[config.mk]
export PLATFORM = sky130hd
export DESIGN_NAME = calc_seq
export DESIGN_NICKNAME = d
export VERILOG_FILES = /design/src/rtl/calc_pkg.sv /design/src/rtl/mul_shift_add.sv /design/src/rtl/calc_seq.sv
export SDC_FILE = /design/constraint.sdc
export NUM_CORES = 1
export LEC_CHECK = 0
export CAP_MARGIN = 20
export CORE_ASPECT_RATIO = 0.7
export CORE_MARGIN = 10
export CORE_UTILIZATION = 25
export DETAILED_ROUTE_END_ITERATION = 16
export MAX_ROUTING_LAYER = met4
export PLACE_DENSITY = 0.42
export SETUP_SLACK_MARGIN = 0.2
export SYNTH_ARGS = -nofsm -noshare
export SYNTH_HDL_FRONTEND = slang
export SYNTH_SLANG_ARGS = --single-unit
[constraint.sdc]
create_clock -name clk -period 4.8 [get_ports clk]
set_input_delay 0.96 -clock clk [delete_from_list [all_inputs] [get_ports clk]]
set_output_delay 0.96 -clock clk [all_outputs]
set_load 0.005 [all_outputs]
[src/rtl/calc_pkg.sv]
// rtl/calc_pkg.sv - shared mode and state encodings for calc_seq
package calc_pkg;

  // Operation select encoding on the modo input
  localparam logic [1:0] MODE_ADD = 2'b00;
  localparam logic [1:0] MODE_SUB = 2'b01;
  localparam logic [1:0] MODE_MUL = 2'b10;
  localparam logic [1:0] MODE_SHL = 2'b11;

  // Controller states: single-cycle ops never leave IDLE
  typedef enum logic {
    ST_IDLE = 1'b0,
    ST_MUL  = 1'b1
  } state_t;

endpackage

[src/rtl/mul_shift_add.sv]
// rtl/mul_shift_add.sv - iterative shift-add multiplier datapath, one bit per step
module mul_shift_add
  import calc_pkg::*;
#(
  parameter int WIDTH = 4
) (
  input  logic                 clk,
  input  logic                 rst,
  input  logic                 load,
  input  logic                 step,
  input  logic [WIDTH-1:0]     a,
  input  logic [WIDTH-1:0]     b,
  output logic [2*WIDTH-1:0]   product,
  output logic                 last
);

  localparam int CNT_W = $clog2(WIDTH + 1);

  logic [2*WIDTH-1:0] mcand_q, mcand_d;
  logic [2*WIDTH-1:0] acc_q, acc_d;
  logic [WIDTH-1:0]   mplier_q, mplier_d;
  logic [CNT_W-1:0]   cnt_q, cnt_d;
  logic [2*WIDTH-1:0] acc_next;

  // Accumulator value after the current iteration; exposed as product so the
  // controller can write the final result on the same edge as the last step
  always_comb begin
    acc_next = acc_q;
    if (mplier_q[0]) begin
      acc_next = acc_q + mcand_q;
    end
  end

  // Load operands on accept, otherwise advance one iteration per step
  always_comb begin
    mcand_d  = mcand_q;
    acc_d    = acc_q;
    mplier_d = mplier_q;
    cnt_d    = cnt_q;
    if (load) begin
      mcand_d  = {{WIDTH{1'b0}}, a};
      mplier_d = b;
      acc_d    = '0;
      cnt_d    = CNT_W'(WIDTH);
    end else if (step && (cnt_q != '0)) begin
      acc_d    = acc_next;
      mcand_d  = mcand_q << 1;
      mplier_d = mplier_q >> 1;
      cnt_d    = cnt_q - CNT_W'(1);
    end
  end

  // Datapath registers, cleared by reset so an aborted multiply leaves nothing behind
  always_ff @(posedge clk or negedge rst) begin
    if (!rst) begin
      mcand_q  <= '0;
      acc_q    <= '0;
      mplier_q <= '0;
      cnt_q    <= '0;
    end else begin
      mcand_q  <= mcand_d;
      acc_q    <= acc_d;
      mplier_q <= mplier_d;
      cnt_q    <= cnt_d;
    end
  end

  assign product = acc_next;
  assign last    = (cnt_q == CNT_W'(1));

endmodule

[src/rtl/calc_seq.sv]
// rtl/calc_seq.sv - handshaked add/sub/mul/shl calculator with carry and zero flags
module calc_seq
  import calc_pkg::*;
#(
  parameter int WIDTH = 4
) (
  input  logic             clk,
  input  logic             rst,
  input  logic             start,
  input  logic [WIDTH-1:0] a,
  input  logic [WIDTH-1:0] b,
  input  logic [1:0]       modo,
  output logic [WIDTH-1:0] c,
  output logic             rco,
  output logic             zero,
  output logic             busy,
  output logic             done
);

  state_t state_q, state_d;

  logic [WIDTH-1:0] c_q, c_d;
  logic             rco_q, rco_d;
  logic             zero_q, zero_d;
  logic             done_q, done_d;

  logic             mul_load;
  logic             mul_step;
  logic [2*WIDTH-1:0] mul_product;
  logic             mul_last;

  logic [WIDTH:0]     sum_w;
  logic [WIDTH:0]     diff_w;
  logic [2*WIDTH-1:0] shl_w;
  logic [WIDTH-1:0]   alu_c;
  logic               alu_rco;

  mul_shift_add #(
    .WIDTH(WIDTH)
  ) u_mul (
    .clk    (clk),
    .rst    (rst),
    .load   (mul_load),
    .step   (mul_step),
    .a      (a),
    .b      (b),
    .product(mul_product),
    .last   (mul_last)
  );

  // Single-cycle datapath; SHL works at double width so shifted-out bits are visible
  always_comb begin
    sum_w   = {1'b0, a} + {1'b0, b};
    diff_w  = {1'b0, a} - {1'b0, b};
    shl_w   = {{WIDTH{1'b0}}, a} << b;
    alu_c   = '0;
    alu_rco = 1'b0;
    case (modo)
      MODE_ADD: begin
        alu_c   = sum_w[WIDTH-1:0];
        alu_rco = sum_w[WIDTH];
      end
      MODE_SUB: begin
        alu_c   = diff_w[WIDTH-1:0];
        alu_rco = diff_w[WIDTH];
      end
      MODE_SHL: begin
        if (b >= WIDTH'(WIDTH)) begin
          alu_c   = '0;
          alu_rco = |a;
        end else begin
          alu_c   = shl_w[WIDTH-1:0];
          alu_rco = |shl_w[2*WIDTH-1:WIDTH];
        end
      end
      default: begin
        alu_c   = '0;
        alu_rco = 1'b0;
      end
    endcase
  end

  // Controller: next state, result write-back and done pulse
  always_comb begin
    state_d  = state_q;
    c_d      = c_q;
    rco_d    = rco_q;
    zero_d   = zero_q;
    done_d   = 1'b0;
    mul_load = 1'b0;
    mul_step = 1'b0;
    case (state_q)
      ST_IDLE: begin
        if (start) begin
          if (modo == MODE_MUL) begin
            mul_load = 1'b1;
            state_d  = ST_MUL;
          end else begin
            c_d    = alu_c;
            rco_d  = alu_rco;
            zero_d = (alu_c == '0);
            done_d = 1'b1;
          end
        end
      end
      ST_MUL: begin
        mul_step = 1'b1;
        if (mul_last) begin
          c_d     = mul_product[WIDTH-1:0];
          rco_d   = |mul_product[2*WIDTH-1:WIDTH];
          zero_d  = (mul_product[WIDTH-1:0] == '0);
          done_d  = 1'b1;
          state_d = ST_IDLE;
        end
      end
      default: begin
        state_d = ST_IDLE;
      end
    endcase
  end

  // State and result registers; reset aborts any multiply without a done
  always_ff @(posedge clk or negedge rst) begin
    if (!rst) begin
      state_q <= ST_IDLE;
      c_q     <= '0;
      rco_q   <= 1'b0;
      zero_q  <= 1'b0;
      done_q  <= 1'b0;
    end else begin
      state_q <= state_d;
      c_q     <= c_d;
      rco_q   <= rco_d;
      zero_q  <= zero_d;
      done_q  <= done_d;
    end
  end

  assign c    = c_q;
  assign rco  = rco_q;
  assign zero = zero_q;
  assign done = done_q;
  assign busy = (state_q == ST_MUL);

endmodule

==> results by group <==
Worst hold path
  • Hold Path Class: flop to flop
  • Hold depth: 2
  • Sink of the worst hold path: u_mul.mplier_q[1]
  • Hold Path Origin: u_mul.mplier_q[1]

Setup path
  • CP max stage cell: clkdlybuf4s50_1
  • Critical path arrival: around 3400 ps
  • CP bufs+invs: 2
  • Crit-path max cell delay: 730 ps
  • Crit start category: input pin
  • R2R Setup Slk: 2290 ps
  • R2r startpoint: u_mul.mcand_q[0]
  • R2R depth: 8
  • CP top delay family: compound AO/OA/AOI/OAI gates
  • CP Class: input pin to flop
  • Worst endpoint required time: 4960 ps
  • Peak fanout along the critical path: 12
  • R2r endpoint: rco
  • Critical-path cell list: clkdlybuf4s50_1, inv_1, ha_1, nor2b_1, o311a_1, a211oi_1, xor2_1, o22a_1, a221o_1
  • Setup crit end kind: flop

Pwr
  • Peak supply drop: approximately 0.25 mV
  • PwrDens: between 500 and 600 nW/um^2
  • Static Leak: ~1.2 nW

Synthesis
  • Register bit count reported by yosys: 31
  • Main synth FF type: dfrtp_1
  • Sequential cell area fraction in the yosys report: 0.3468
  • Yosys warnings: 0
  • Distinct cells, synth: 58
  • Area leader, netlist: dfrtp_1
  • Post-synth EDFFs: 0
  • Mapped Cells: between 200 and 250
  • Async set-reset flop share out of synthesis: 1.000
  • Mean Syn Cell Area: 9.131 sq um
  • Largest cells by area after synthesis: dfrtp_1, ha_1, o21ai_0
  • Mapped Area: ~2200 sq um
  • Synth top area share: 0.3468
  • Syn Nets: 280

Final layout
  • Layout area overhead: 21.53%
  • N_diodes: 0
  • Fill count: 929
  • Nets: 300
  • Layout cells sized above 1: 0.08271
  • Final Non-Filler Cells: approximately 390

Drt
  • Avg WL per Cell: about 15 microns
  • # DRC: 0
  • DR WL met2: roughly 2.3 mm
  • Top Layer Used: met4
  • Vias per std cell: ~4.8
  • WL final: around 5.9 mm
  • Iteration-0 DRC Markers: 90
  • Met1 Routed Length: 3.244 mm
  • Met3 wire len: 238 microns
  • First-pass DRT Iterations: 4
  • Routed Antenna Nets: 0
  • Via count: between 1500 and 2000

Die
  • # IOs: 21
  • Core Area: 8583 sq um
  • # rows: 28
  • Die width: approximately 130 microns
  • Chip height: just under 100 microns
  • Die area: 13190 sq um
  • Initial core utilization: 0.2606

Timing
  • Slew Viols, Final: 0
  • Achievable Freq: a little over 0.3 GHz
  • Setup TNS: 0 ps
  • Hold Fails Final Rpt: 0
  • Setup Skew: between 3 and 4 ps
  • Unrepaired setup endpoints after global routing: no
  • Post-route minimum period: about 3200 ps
  • Setup violations, final: 0
  • Slew at the pin closest to its max-slew limit: 814.0 ps
  • Fin crit share: 0.6732
  • Slew margin rel.: 0.4537

CTS
  • CTS tree: done
  • Post-CTS Setup Bufs: 0
  • Clock sink count: 31
  • Clock Path Buffers: 2
  • Post_cts resized: 0
  • Hold Buf Count CTS: 0
  • H-tree depth: 2
  • Root Driver: clkbuf_16
  • Clock latency at the later pin of the worst-skew pair: 280 ps
  • Total CTS buffers: 5
  • Clk pin slew, worst setup/hold paths: approximately 50 ps

Placed design
  • Port-buffer cells: 20
  • Post-DP HPWL: about 4.5 mm
  • Placed cells: roughly 380
  • Placer Congestion: 0.8117

Outcome
  • Status: complete, no violations

GRT
  • Number of global-route vias before repair: between 1500 and 2000
  • GRT Total Usage: 0.09723
  • First-pass GRT wire length: about 10 mm
  • GRT overflow: 0
  • Largest net degree at the start of global routing: 32
  • Initial antenna violation count: 0

Flow run
  • # Max-Cap Violations: 0
==> flip-flops by register name (all words and copies together), names as in the netlist <==
name and flops:
busy 1, u_mul.cnt_q 3, zero 1, u_mul.mplier_q 4, done 1, u_mul.acc_q 8, c 4, rco 1
u_mul.mcand_q 8
==> per-layer routing <==
metal / up-vias / global-route usage
met2: 20 / 0.1298
met3: 6 / 0.03065
met5: - / -
li1: 941 / -
met1: 884 / 0.1364
met4: 0 / 0.02530
==> cell type report <==
| cell class | instances | area (sq um) | share of cell area |
|---|---|---|---|
| Inverter | 14 | 52.55 | 0.01933 |
| Tap cell | 120 | 150.1 | 0.05522 |
| Clock buffer | 8 | 156.4 | 0.05752 |
| Multi-Input combinational cell | 191 | 1369 | 0.5034 |
| Timing Repair Buffer | 22 | 215.2 | 0.07915 |
| Sequential cell | 31 | 775.7 | 0.2853 |
==> synth_stat cells (3+ instances only) <==
cell type and count:
dfrtp_1 31, nand2_1 25, o21ai_0 21, ha_1 19
a21oi_1 15, nor2_1 14, inv_1 13, a22o_1 7
nor2b_1 6, a22oi_1 5, clkbuf_1 5, mux2i_1 5
nand2b_1 5, xnor2_1 5, a211oi_1 4, nor3b_1 4
a21o_1 3, a32o_1 3, fa_1 3, mux2_2 3
o22ai_1 3
==> cells in the final DEF, fill, tap and decap left out, drive strengths merged, types with 3 or more instances in the layout <==
cell type      instances
nor2                  16
inv                   14
a21o                   4
xnor2                  5
dfrtp                 31
a32o                   3
nor3b                  4
nand2b                 5
mux2                   3
a21oi                 16
o21ai                 23
a2111oi                3
nor2b                  6
clkbuf                 8
o22ai                  3
nand2                 25
fa                     3
clkdlybuf4s50         20
mux2i                  5
ha                    19
a22oi                  5
a22o                   7
a211oi                 4
==> cells by family after synthesis <==
logic type / Yosys count / synth area share
AO/OA/AOI/OAI: 87 / 0.2668
buffers and inverters: 23 / 0.04138
XOR/XNOR: 6 / 0.02349
adder cells (fa/ha/maj): 22 / 0.1331
multiplexers: 8 / 0.03747
flip-flops: 31 / 0.3468
AND/OR/NAND/NOR: 68 / 0.1510
==> how the worst max path moves through the flow <==
stage | cells past startpoint | slack [ps] | start | to
finish | 9 | 1570 | b[1] | zero
global placement | 9 | 1330 | b[1] | zero
global route | 9 | 1360 | b[1] | zero
detailed placement | 9 | 1270 | b[1] | zero
CTS | 9 | 1550 | b[1] | zero
floorplan | 9 | 1920 | b[1] | zero
==> report_power, final <==
| part | internal, mW | total (mW) | switching [mW] |
|---|---|---|---|
| registers | 0.368 | 0.498 | 0.129 |
| clock network | 0.221 | 0.335 | 0.115 |
| logic | 0.330 | 0.711 | 0.380 |
==> worst min-delay path, delay by kind of cell, from the launching register on <==
kind	cells	cell delay, ps
flops	1	340
simple gates	2	110
==> through the flow <==
step                hold WS [ps]  utilization  total power [mW]  cell area, sq um  worst slack [ps]
finish                     479.2       0.3168             1.544              2719              1569
global route               536.8       0.3168             1.702              2719              1361
CTS                        484.7       0.3168             1.569              2719              1555
detailed placement         472.7       0.2985             1.223              2562              1272
global placement           463.5       0.2985             1.227              2562              1334
floorplan                  445.2            -            0.9666              2237              1919
(Power assumes the default switching activity.)
